File: src/rtl/serial_add_sub_ctrl.sv
// Bit-serial add/subtract sequencer: one 1-bit cell plus a carry/borrow flag.
// Ports: clk, rst (sync, active-high), start/mode/a/b in; busy/done/result/carry_borrow out.
`timescale 1ns/1ps
module serial_add_sub_ctrl #(
    parameter int WIDTH = 8
) (
    input  logic             clk,
    input  logic             rst,
    input  logic             start,
    input  logic             mode,
    input  logic [WIDTH-1:0] a,
    input  logic [WIDTH-1:0] b,
    output logic             busy,
    output logic             done,
    output logic [WIDTH-1:0] result,
    output logic             carry_borrow
);

    localparam int CW = (WIDTH > 1) ? $clog2(WIDTH) : 1;
    localparam logic [CW-1:0] LAST = CW'(WIDTH - 1);

    typedef enum logic [1:0] {
        S_IDLE,
        S_RUN,
        S_DONE
    } state_t;

    state_t           r_state;
    state_t           w_next_state;
    logic             w_accept;

    logic [WIDTH-1:0] r_a;
    logic [WIDTH-1:0] r_b;
    logic [WIDTH-1:0] r_part;
    logic [WIDTH-1:0] r_result;
    logic [CW-1:0]    r_cnt;
    logic             r_mode;
    logic             r_flag;
    logic             r_cb;

    logic             w_ai;
    logic             w_bi;
    logic             w_x;
    logic             w_s;
    logic             w_flag_nxt;
    logic             w_last;

    // 1-bit add/subtract cell; flag is carry in add mode, borrow in subtract
    assign w_ai = r_a[0];
    assign w_bi = r_b[0];
    assign w_x  = w_ai ^ w_bi;
    assign w_s  = w_x ^ r_flag;
    assign w_flag_nxt = r_mode ? ((~w_ai & w_bi) | (~w_x & r_flag))
                               : ((w_ai & w_bi) | (w_x & r_flag));
    assign w_last = (r_cnt == LAST);

    always_ff @(posedge clk) begin
        if (rst) begin
            r_state <= S_IDLE;
        end else begin
            r_state <= w_next_state;
        end
    end

    always_comb begin
        w_next_state = r_state;
        w_accept     = 1'b0;
        busy         = 1'b0;
        done         = 1'b0;
        unique case (r_state)
            S_IDLE: begin
                if (start) begin
                    w_accept     = 1'b1;
                    w_next_state = S_RUN;
                end
            end
            S_RUN: begin
                busy = 1'b1;
                if (w_last) begin
                    w_next_state = S_DONE;
                end
            end
            S_DONE: begin
                done = 1'b1;
                // a start here re-enters RUN directly so no cycle is lost
                if (start) begin
                    w_accept     = 1'b1;
                    w_next_state = S_RUN;
                end else begin
                    w_next_state = S_IDLE;
                end
            end
            default: begin
                w_next_state = S_IDLE;
            end
        endcase
    end

    always_ff @(posedge clk) begin
        if (rst) begin
            r_a      <= '0;
            r_b      <= '0;
            r_part   <= '0;
            r_result <= '0;
            r_cnt    <= '0;
            r_mode   <= 1'b0;
            r_flag   <= 1'b0;
            r_cb     <= 1'b0;
        end else if (w_accept) begin
            r_a    <= a;
            r_b    <= b;
            r_mode <= mode;
            r_part <= '0;
            r_flag <= 1'b0;
            r_cnt  <= '0;
        end else if (busy) begin
            r_a    <= r_a >> 1;
            r_b    <= r_b >> 1;
            r_part <= {w_s, r_part[WIDTH-1:1]};
            r_flag <= w_flag_nxt;
            // outputs only change once the last bit is in
            if (w_last) begin
                r_result <= {w_s, r_part[WIDTH-1:1]};
                r_cb     <= w_flag_nxt;
            end else begin
                r_cnt <= r_cnt + 1'b1;
            end
        end
    end

    assign result       = r_result;
    assign carry_borrow = r_cb;

endmodule

File: config.mk
export PLATFORM = sky130hd
export DESIGN_NAME = serial_add_sub_ctrl
export DESIGN_NICKNAME = d
export VERILOG_FILES = /design/src/rtl/serial_add_sub_ctrl.sv
export SDC_FILE = /design/constraint.sdc
export NUM_CORES = 1
export LEC_CHECK = 0
export BUFFER_PORTS_ARGS = -buffer_cell sky130_fd_sc_hd__clkbuf_2
export CORE_AREA = 2 2 63 65
export CTS_BUF_LIST = sky130_fd_sc_hd__clkbuf_16
export CTS_CLUSTER_SIZE = 28
export DETAILED_ROUTE_END_ITERATION = 7
export DIE_AREA = 0 0 65 67
export HOLD_SLACK_MARGIN = 0.06
export PLACE_DENSITY = 0.67
export SYNTH_ARGS = -nofsm -noshare
export SYNTH_HDL_FRONTEND = slang
export SYNTH_SLANG_ARGS = --single-unit
File: constraint.sdc
create_clock -name clk -period 1.8 [get_ports clk]
set_input_delay 0 -clock clk [delete_from_list [all_inputs] [get_ports clk]]
set_output_delay 0 -clock clk [all_outputs]
set_load 0.01 [all_outputs]
# Word-level counts from Yosys, hierarchy flattened
# Cells that the tools add are included.
# word_totals
ff_bits	40
latch_bits	0
mem_bits_rw	0
rom_bits	0
input_bits	20
out_inout_bits	11
wordCells	47
mem_count	0
# classes
n_addsub	1
multipliers	0
n_div	0
order_cmp	0
n_eq_ne	5
n_shift	0
mux	13
bitwise_logic	12
reduce_logical	7
# op_table
operator	n
two-way mux 8 bit	4
two-way mux 1 bit	6
one-hot mux 2 bit (3 select lines)	1
AND 1 bit	4
two-way mux 2 bit	2
!= test 2 bit (second input constant)	2
NOT 1 bit	4
AND reduction 2 bit	2
OR reduction 2 bit	2
adder 3 x 1 -> 3 bit (second input constant)	1
equality test 3 bit (second input constant)	1
AND reduction 3 bit	1
equality test 2 x 1 -> 1 bit (second input constant)	1
equality test 2 bit (second input constant)	1
logical NOT 2 bit	1
OR 1 bit	2
nonzero test 2 bit	1
XOR 1 bit	2

# Logic depth before layout (Yosys ltp)
# Gate-level depths: netlist (run 1).
# depth
depth_word	5
ltp_mapped	6
depth_no_buf	5

# Worst setup path after synthesis (run 1)
# Ideal clock, no wire load.
# synth_path
path_kind	register to register
startpoint	register r_cnt[0]
endpoint	register r_result[7] (netlist: result[7])
setup_time_ns	0.086
arrival_ns	1.241
required_ns	1.714
setup_slack_ns	0.474
path_stages_with_launch	7
path_buffers	1
synth_period_minus_slack_ns	1.326
cell_sequence	dfxtp_1 ha_1 ha_1 and3b_1 buf_2 nor2_1 a211oi_1
# synth_between
elab_chain_len	2
# synth_rtl
item	line_no	source
start: declaration	36	logic [CW-1:0] r_cnt;
start signal: assignment	126	r_cnt <= r_cnt + 1'b1;
equality test 3 bit	55	assign w_last = (r_cnt == LAST);
AND reduction 3 bit (no line)	-	
end signal: assignment	123	r_result <= {w_s, r_part[WIDTH-1:1]};
end: declaration	35	logic [WIDTH-1:0] r_result;
# Every way passes these cells.
# A chain may end at the register's enable or synchronous reset.

# Final worst setup path (run 1)
# layout_path
startpoint	register r_cnt[0]
endpoint	register r_cb (netlist: carry_borrow)
# layout_between
elab_chain_len	2
# layout_rtl
item	line_no	source
equality test 3 bit	55	
AND reduction 3 bit (no line)	-	
end signal: assignment	124	r_cb <= w_flag_nxt;
end: declaration	39	logic r_cb;
# Every way passes these cells.

==> results.py, run 1 <==
metrics = {
    "setup_path": {
        "critPathMaxFanout": 11,
        "critPathLaunchType": "flip-flop",
        "crit_chain": "ha_1 > ha_1 > and3b_1 > nor2_1 > a211oi_1",
        "critPathKind": "flip-flop to flip-flop",
        "cp.arrival_ps": 1690,
        "cp_slowest_cell": "and3b_1",
        "crit_top_cell": "ha_1",
        "end_kind": "flip-flop",
        "critPathMaxStageDelay_ps": 400,
        "cp.required_ps": 1990,
    },
    "synth": {
        "synth-xor-area-share_pct": 0.555,
        "async_reset_ff_share_pct": 0,
        "synth.distinct_cells": 29,
        "ys_ff_latch": 39,
        "yosys.area_share.adder_pct": 4.12,
        "yosysSeqAreaShare_pct": 49.5,
        "ys_top_cells_by_area": "dfxtp_1 (49%), nand2_1 (9.8%), a21oi_1 (6.0%)",
        "synth_edf_count": 0,
        "synth_top_cell_by_area": "dfxtp_1",
        "synth_flop_cell": "dfxtp_1",
        "synth_top_family_by_area": "simple AND/OR/NAND/NOR gates",
        "synth_compound_area_share_pct": 17.0,
        "syn-cell-area_mm2": 0.00158,
        "syn-num-nets": 203,
        "synthSimpleGateAreaFrac_pct": 21.9,
        "yosysWarnings": 0,
        "synth.mux.area_fraction_pct": 1.27,
        "syn_inst": 179,
        "synth_top_area_share_pct": 49.5,
        "syn_avg_cell_area_um2": 8.81,
    },
    "die": {
        "start_util_pct": 43.8,
        "die_h_um": 67,
        "die_area_mm2": 0.00436,
        "die_width_um": 65,
        "design.core.area_mm2": 0.00361,
        "io_pins": 31,
        "rows": 22,
    },
    "placed_design": {
        "dp.cells": 249,
        "dp_hpwl_um": 2040,
        "port_buffers": 30,
        "place_congestion": 0.683,
        "placed_area_mm2": 0.00175,
    },
    "clocking": {
        "root_buffer": "clkbuf_16",
        "cts_tree": "done",
        "postCtsSetupRepairBufs": 0,
        "clkTransAtPathRegs_ps": 60,
        "h-tree-depth": 2,
        "cts_max_path_buffers": 2,
        "numCtsBuffers": 5,
        "cts.sinks": 39,
        "clock_latency_ps": 280,
    },
    "routing": {
        "wl_per_cell_um": 12.0,
        "drc": 0,
        "met3_length_um": 183,
        "viasPerCell": 4.99,
        "routed_wl_um": 3290,
        "ant_nets": 0,
        "dr_wl_met2_um": 1540,
        "first_pass_iters": 4,
        "wirelength_met1_um": 1510,
        "vias": 1366,
        "drt_iter0_drc": 100,
        "top_layer": "met4",
    },
    "timing": {
        "finClkSkew_ps": 4.34,
        "max_freq_mhz": 669,
        "finalSetupViolCount": 0,
        "max_slew.worst_pin.slew_ps": 460,
        "rsz0062_at_grt": "no",
        "setup_tns_ps": 0,
        "slew-limit-headroom_pct": 69.3,
        "period_needed_ps": 1490,
        "slew_violations": 0,
        "hold_violations": 0,
        "finalHoldWorstSlack_ps": 177,
        "finalCritPeriodShare_pct": 83.0,
    },
    "cells_and_area": {
        "final_area_mm2": 0.00206,
        "layout-drive-gt1-share_pct": 22.1,
        "seqCellArea_um2": 781,
        "mostFrequentLayoutCells": "nand2_1 (41), dfxtp_1 (39), clkbuf_2 (30)",
        "area_delta_synth_final_pct": 30.4,
        "fin_cells": 274,
        "antenna_cells": 0,
        "multiInputGateArea_um2": 708,
        "layout.nets": 249,
        "n_fill_cell": 337,
        "final_common_cell": "nand2_1",
    },
    "power": {
        "p_per_area_mw_per_mm2": 965,
        "power_leakage_nw": 0.810,
        "peakVddDrop_v": 0.000547,
        "p_total_w": 0.00199,
    },
    "global_route": {
        "grt_start_max_net_pins": 29,
        "antenna_found_initial": 0,
        "grt_usage_pct": 17.1,
        "overflow": 0,
        "grt_pass1_wl_um": 5550,
        "first_global_vias": 1253,
    },
    "min_path": {
        "hold_class": "primary input to flip-flop",
    },
    "job": {
        "cap_violations": 0,
    },
    "run_status": {
        "status": "completed",
    },
}
==> power breakdown <==
group	internal [W]	switching (W)	total, W
clock	0.000504	0.000324	0.000828
combinational	0.000105	0.000121	0.000226
sequential	0.000905	0.0000261	0.000931
total	0.00151	0.000471	0.00199
==> worst max-delay path: cells and delay by family (launching register included) <==
family	cells	cell delay, ps
adder cells (fa/ha/maj)	2	390
AO/OA/AOI/OAI	1	200
AND/OR/NAND/NOR	2	470
flip-flops	1	350
==> logic make-up (layout without fill, tap and decap cells) <==
group / after synthesis / count (layout)
AOI/OAI and AO/OA: 40 / 40
adders and majority gates: 4 / 4
buffers and inverters: 15 / 62
DFF: 39 / 39
muxes: 2 / 2
and+or+nand+nor: 78 / 78
xor gates and xnor gates: 1 / 1
==> final timing paths <==
check,from,to,slack (ps),cells past startpoint
worst min-delay path,start,r_b[3],180,3
worst max-delay path,r_cnt[0],carry_borrow,310,5
worst min register to register,result[5],result[5],450,2
worst max register to register,r_cnt[0],carry_borrow,310,5
==> cell usage after synthesis (3+ instances only) <==
library cell	number
nor2_1	13
nand2_1	41
a311oi_1	4
nor3_1	13
buf_2	6
buf_4	4
nand3_1	3
dfxtp_1	39
a21oi_1	19
o22ai_1	7
==> per-stage QoR <==
step	util, %	setup WS [ps]
after CTS	57.0	301
after global placement	48.4	377
after floorplan	-	474
after global routing	57.0	129
final	57.0	305
after detailed placement	48.4	317
==> layout make-up <==
class                   count  area share (%)
flip-flops and latches     39            38.0
clock buffers               5            6.08
well taps                  48            2.92
multi-input cells         125            34.4
clock inverters             3           0.730
repair buffers             52            17.4
inverters                   2           0.487
==> state kept, by name, indices dropped and copies added (netlist names) <==
register / count
r_a: 8
r_b: 8
result: 8
r_part: 7
r_cnt: 3
r_state: 2
carry_borrow: 1
r_flag: 1
r_mode: 1
==> metal layers <==
| metal | vias to the layer above | GRT usage, % |
|---|---|---|
| met5 | - | 0 |
| met3 | 4 | 6.59 |
| met2 | 36 | 29.0 |
| met4 | 0 | 7.98 |
| li1 | 707 | - |
| met1 | 619 | 19.0 |
==> repair_timing <==
item                                   CTS  global route
resized for setup                        0             0
hold buffers                            17             0
endpoints found under the hold margin   17             0
No activity file was read; power rests on OpenSTA's default activity.
==> inputs of run 2 (changes only) <==
ABC_AREA = 1   (was not set)
CORE_AREA = 2 2 66 68   (was 2 2 63 65)
DIE_AREA = 0 0 68 70   (was 0 0 65 67)
PLACE_DENSITY = 0.66   (was 0.67)
clock period = 1.5 ns   (was 1.8 ns; I/O delays follow)
==> results.py, run 2 <==
metrics = {
    "clocking": {
        "clkTransAtPathRegs_ps": 60,
        "cts.sinks": 39,
        "cts_max_path_buffers": 2,
        "numCtsBuffers": 5,
        "ctsHoldBuffers": 13,
        "h-tree-depth": 2,
        "postCtsSetupRepairBufs": 0,
        "clock_latency_ps": 280,
        "root_buffer": "clkbuf_16",
        "cts_tree": "done",
        "post_cts_resized": 0,
    },
    "timing": {
        "finalSetupViolCount": 0,
        "hold_violations": 0,
        "finalHoldWorstSlack_ps": 74.5,
        "max_freq_mhz": 777,
        "period_needed_ps": 1290,
        "max_slew.worst_pin.slew_ps": 527,
        "rsz0062_at_grt": "no",
        "slew_violations": 0,
        "finalCritPeriodShare_pct": 85.7,
        "finClkSkew_ps": 3.39,
        "setup_tns_ps": 0,
        "slew-limit-headroom_pct": 64.8,
    },
    "synth": {
        "synth.distinct_cells": 19,
        "synth_edf_count": 0,
        "yosysMostFrequentCell": "nand2_1",
        "ys_top_cells_by_area": "dfxtp_1 (45%), nand2_1 (9.1%), nor2_1 (8.4%)",
        "yosysWarnings": 0,
        "syn-cell-area_mm2": 0.00174,
        "synth_flop_cell": "dfxtp_1",
        "yosys-top-cells-count": "nand2_1 (42), dfxtp_1 (39), nor2_1 (39), inv_1 (33), o21ai_0 (20)",
        "ys_ff_latch": 39,
        "synth_top_area_share_pct": 45.0,
        "syn_avg_cell_area_um2": 7.29,
        "async_reset_ff_share_pct": 0,
        "yosysSeqAreaShare_pct": 45.0,
        "syn-num-nets": 262,
        "syn_inst": 238,
        "synth_top_cell_by_area": "dfxtp_1",
    },
    "die": {
        "rows": 24,
        "io_pins": 31,
        "design.core.area_mm2": 0.00414,
        "die_width_um": 68,
        "die_h_um": 70,
        "die_area_mm2": 0.00476,
        "start_util_pct": 41.9,
    },
    "setup_path": {
        "cp.required_ps": 1720,
        "cp_slowest_cell": "dfxtp_1",
        "critPathLaunchType": "flip-flop",
        "critPathMaxStageDelay_ps": 350,
        "critPathMaxFanout": 8,
        "rrSetupSlack_ps": 210,
        "crit_top_cell": "ha_1",
        "cp.arrival_ps": 1500,
        "critPathKind": "flip-flop to flip-flop",
        "crit_chain": "ha_1 > ha_1 > inv_1 > nor2_4 > nand2_1 > o21ai_1",
        "end_kind": "flip-flop",
    },
    "power": {
        "power_leakage_nw": 1.11,
        "p_per_area_mw_per_mm2": 1170,
        "peakVddDrop_v": 0.000488,
        "p_total_w": 0.00260,
    },
    "routing": {
        "routed_wl_um": 3460,
        "vias": 1544,
        "drt_iter0_drc": 87,
        "first_pass_iters": 4,
        "drc": 0,
        "wl_per_cell_um": 10.2,
        "viasPerCell": 4.57,
        "ant_nets": 0,
    },
    "global_route": {
        "grtUsageMet2_pct": 24.4,
        "grt_usage_pct": 16.2,
        "grt_start_max_net_pins": 20,
        "first_global_vias": 1349,
        "antenna_found_initial": 0,
        "grt.met1_usage_pct": 21.4,
        "grt_pass1_wl_um": 5830,
        "busiest_layer": "met2",
        "grt_util_met3_pct": 4.83,
        "overflow": 0,
    },
    "placed_design": {
        "place_congestion": 0.780,
        "placed_area_mm2": 0.00192,
        "port_buffers": 30,
        "dp_hpwl_um": 2320,
    },
    "cells_and_area": {
        "area_delta_synth_final_pct": 27.7,
        "mostFrequentLayoutCells": "nand2_1 (42), nor2_1 (39), dfxtp_1 (39)",
        "layout-drive-gt1-share_pct": 18.9,
        "final_area_mm2": 0.00222,
        "layout.nets": 309,
        "antenna_cells": 0,
        "final_common_cell": "nand2_1",
    },
    "min_path": {
        "hold_class": "primary input to flip-flop",
    },
    "job": {
        "cap_violations": 0,
    },
    "run_status": {
        "status": "completed",
    },
}
-- run 2: changes by cell type in the layout (fill, tap and decap cells not counted), sizes merged, moves of 6 or more --
cell,before,now
a311oi,6,0
inv,2,37
nand3,3,18
nor2,13,43
nor3,13,0
o21ai,2,26
o22ai,7,0
-- run 2: path summary, 6_finish.rpt --
| kind | cells past startpoint | from | end |
|---|---|---|---|
| hold reg to reg | 2 | result[4] | result[4] |
| setup / recovery | 6 | r_cnt[0] | result[2] |
| hold / removal | 5 | a[1] | r_a[1] |
| setup reg to reg | 6 | r_cnt[0] | result[2] |
-- run 2: final cells by class --
cell class,instances,area (um^2)
multi-input cells,154,749
inverters,37,139
flip-flops and latches,39,781
well taps,52,65.1
fillers,411,1930
clock buffers,5,125
clock inverters,3,38.8
repair buffers,48,318
-- run 2: through the flow --
step | setup WS [ps] | instances | utilization [%]
floorplan | 270 | 238 | -
global placement | 246 | 317 | 46.4
detailed placement | 211 | 317 | 46.4
CTS | 201 | 338 | 53.5
global route | 73.2 | 338 | 53.5
finish | 214 | 338 | 53.5
-- run 2: layer usage --
layer  up-vias  share of wire (%)
met4         0                2.0
met1       684                 49
met2        21                 46
met5         -                  0
li1        834                  -
met3         5                3.0
-- run 2: cells by family (layout without fill, tap and decap cells) --
group	after synthesis	count (layout)	synth area share (%)
AND/OR/NAND/NOR	107	107	27.0
flip-flops	39	39	45.0
AO/OA/AOI/OAI	43	43	12.4
buffers and inverters	45	93	11.8
adder cells (fa/ha/maj)	4	4	3.75
-- run 2: where the power goes --
group          leakage [nW]  total (W)  internal, W  switching [W]
logic                 0.708   0.000308     0.000130       0.000178
clock network        0.0812    0.00116     0.000774       0.000389
registers             0.319    0.00113      0.00110      0.0000360
total                  1.11    0.00260      0.00200       0.000603
-- run 2: critical path: cells and delay by family, from the launching register on --
kind / cells / cell delay (ps)
flip-flops: 1 / 350
AND/OR/NAND/NOR: 2 / 300
buffers and inverters: 1 / 80
AO/OA/AOI/OAI: 1 / 140
adder cells (fa/ha/maj): 2 / 350
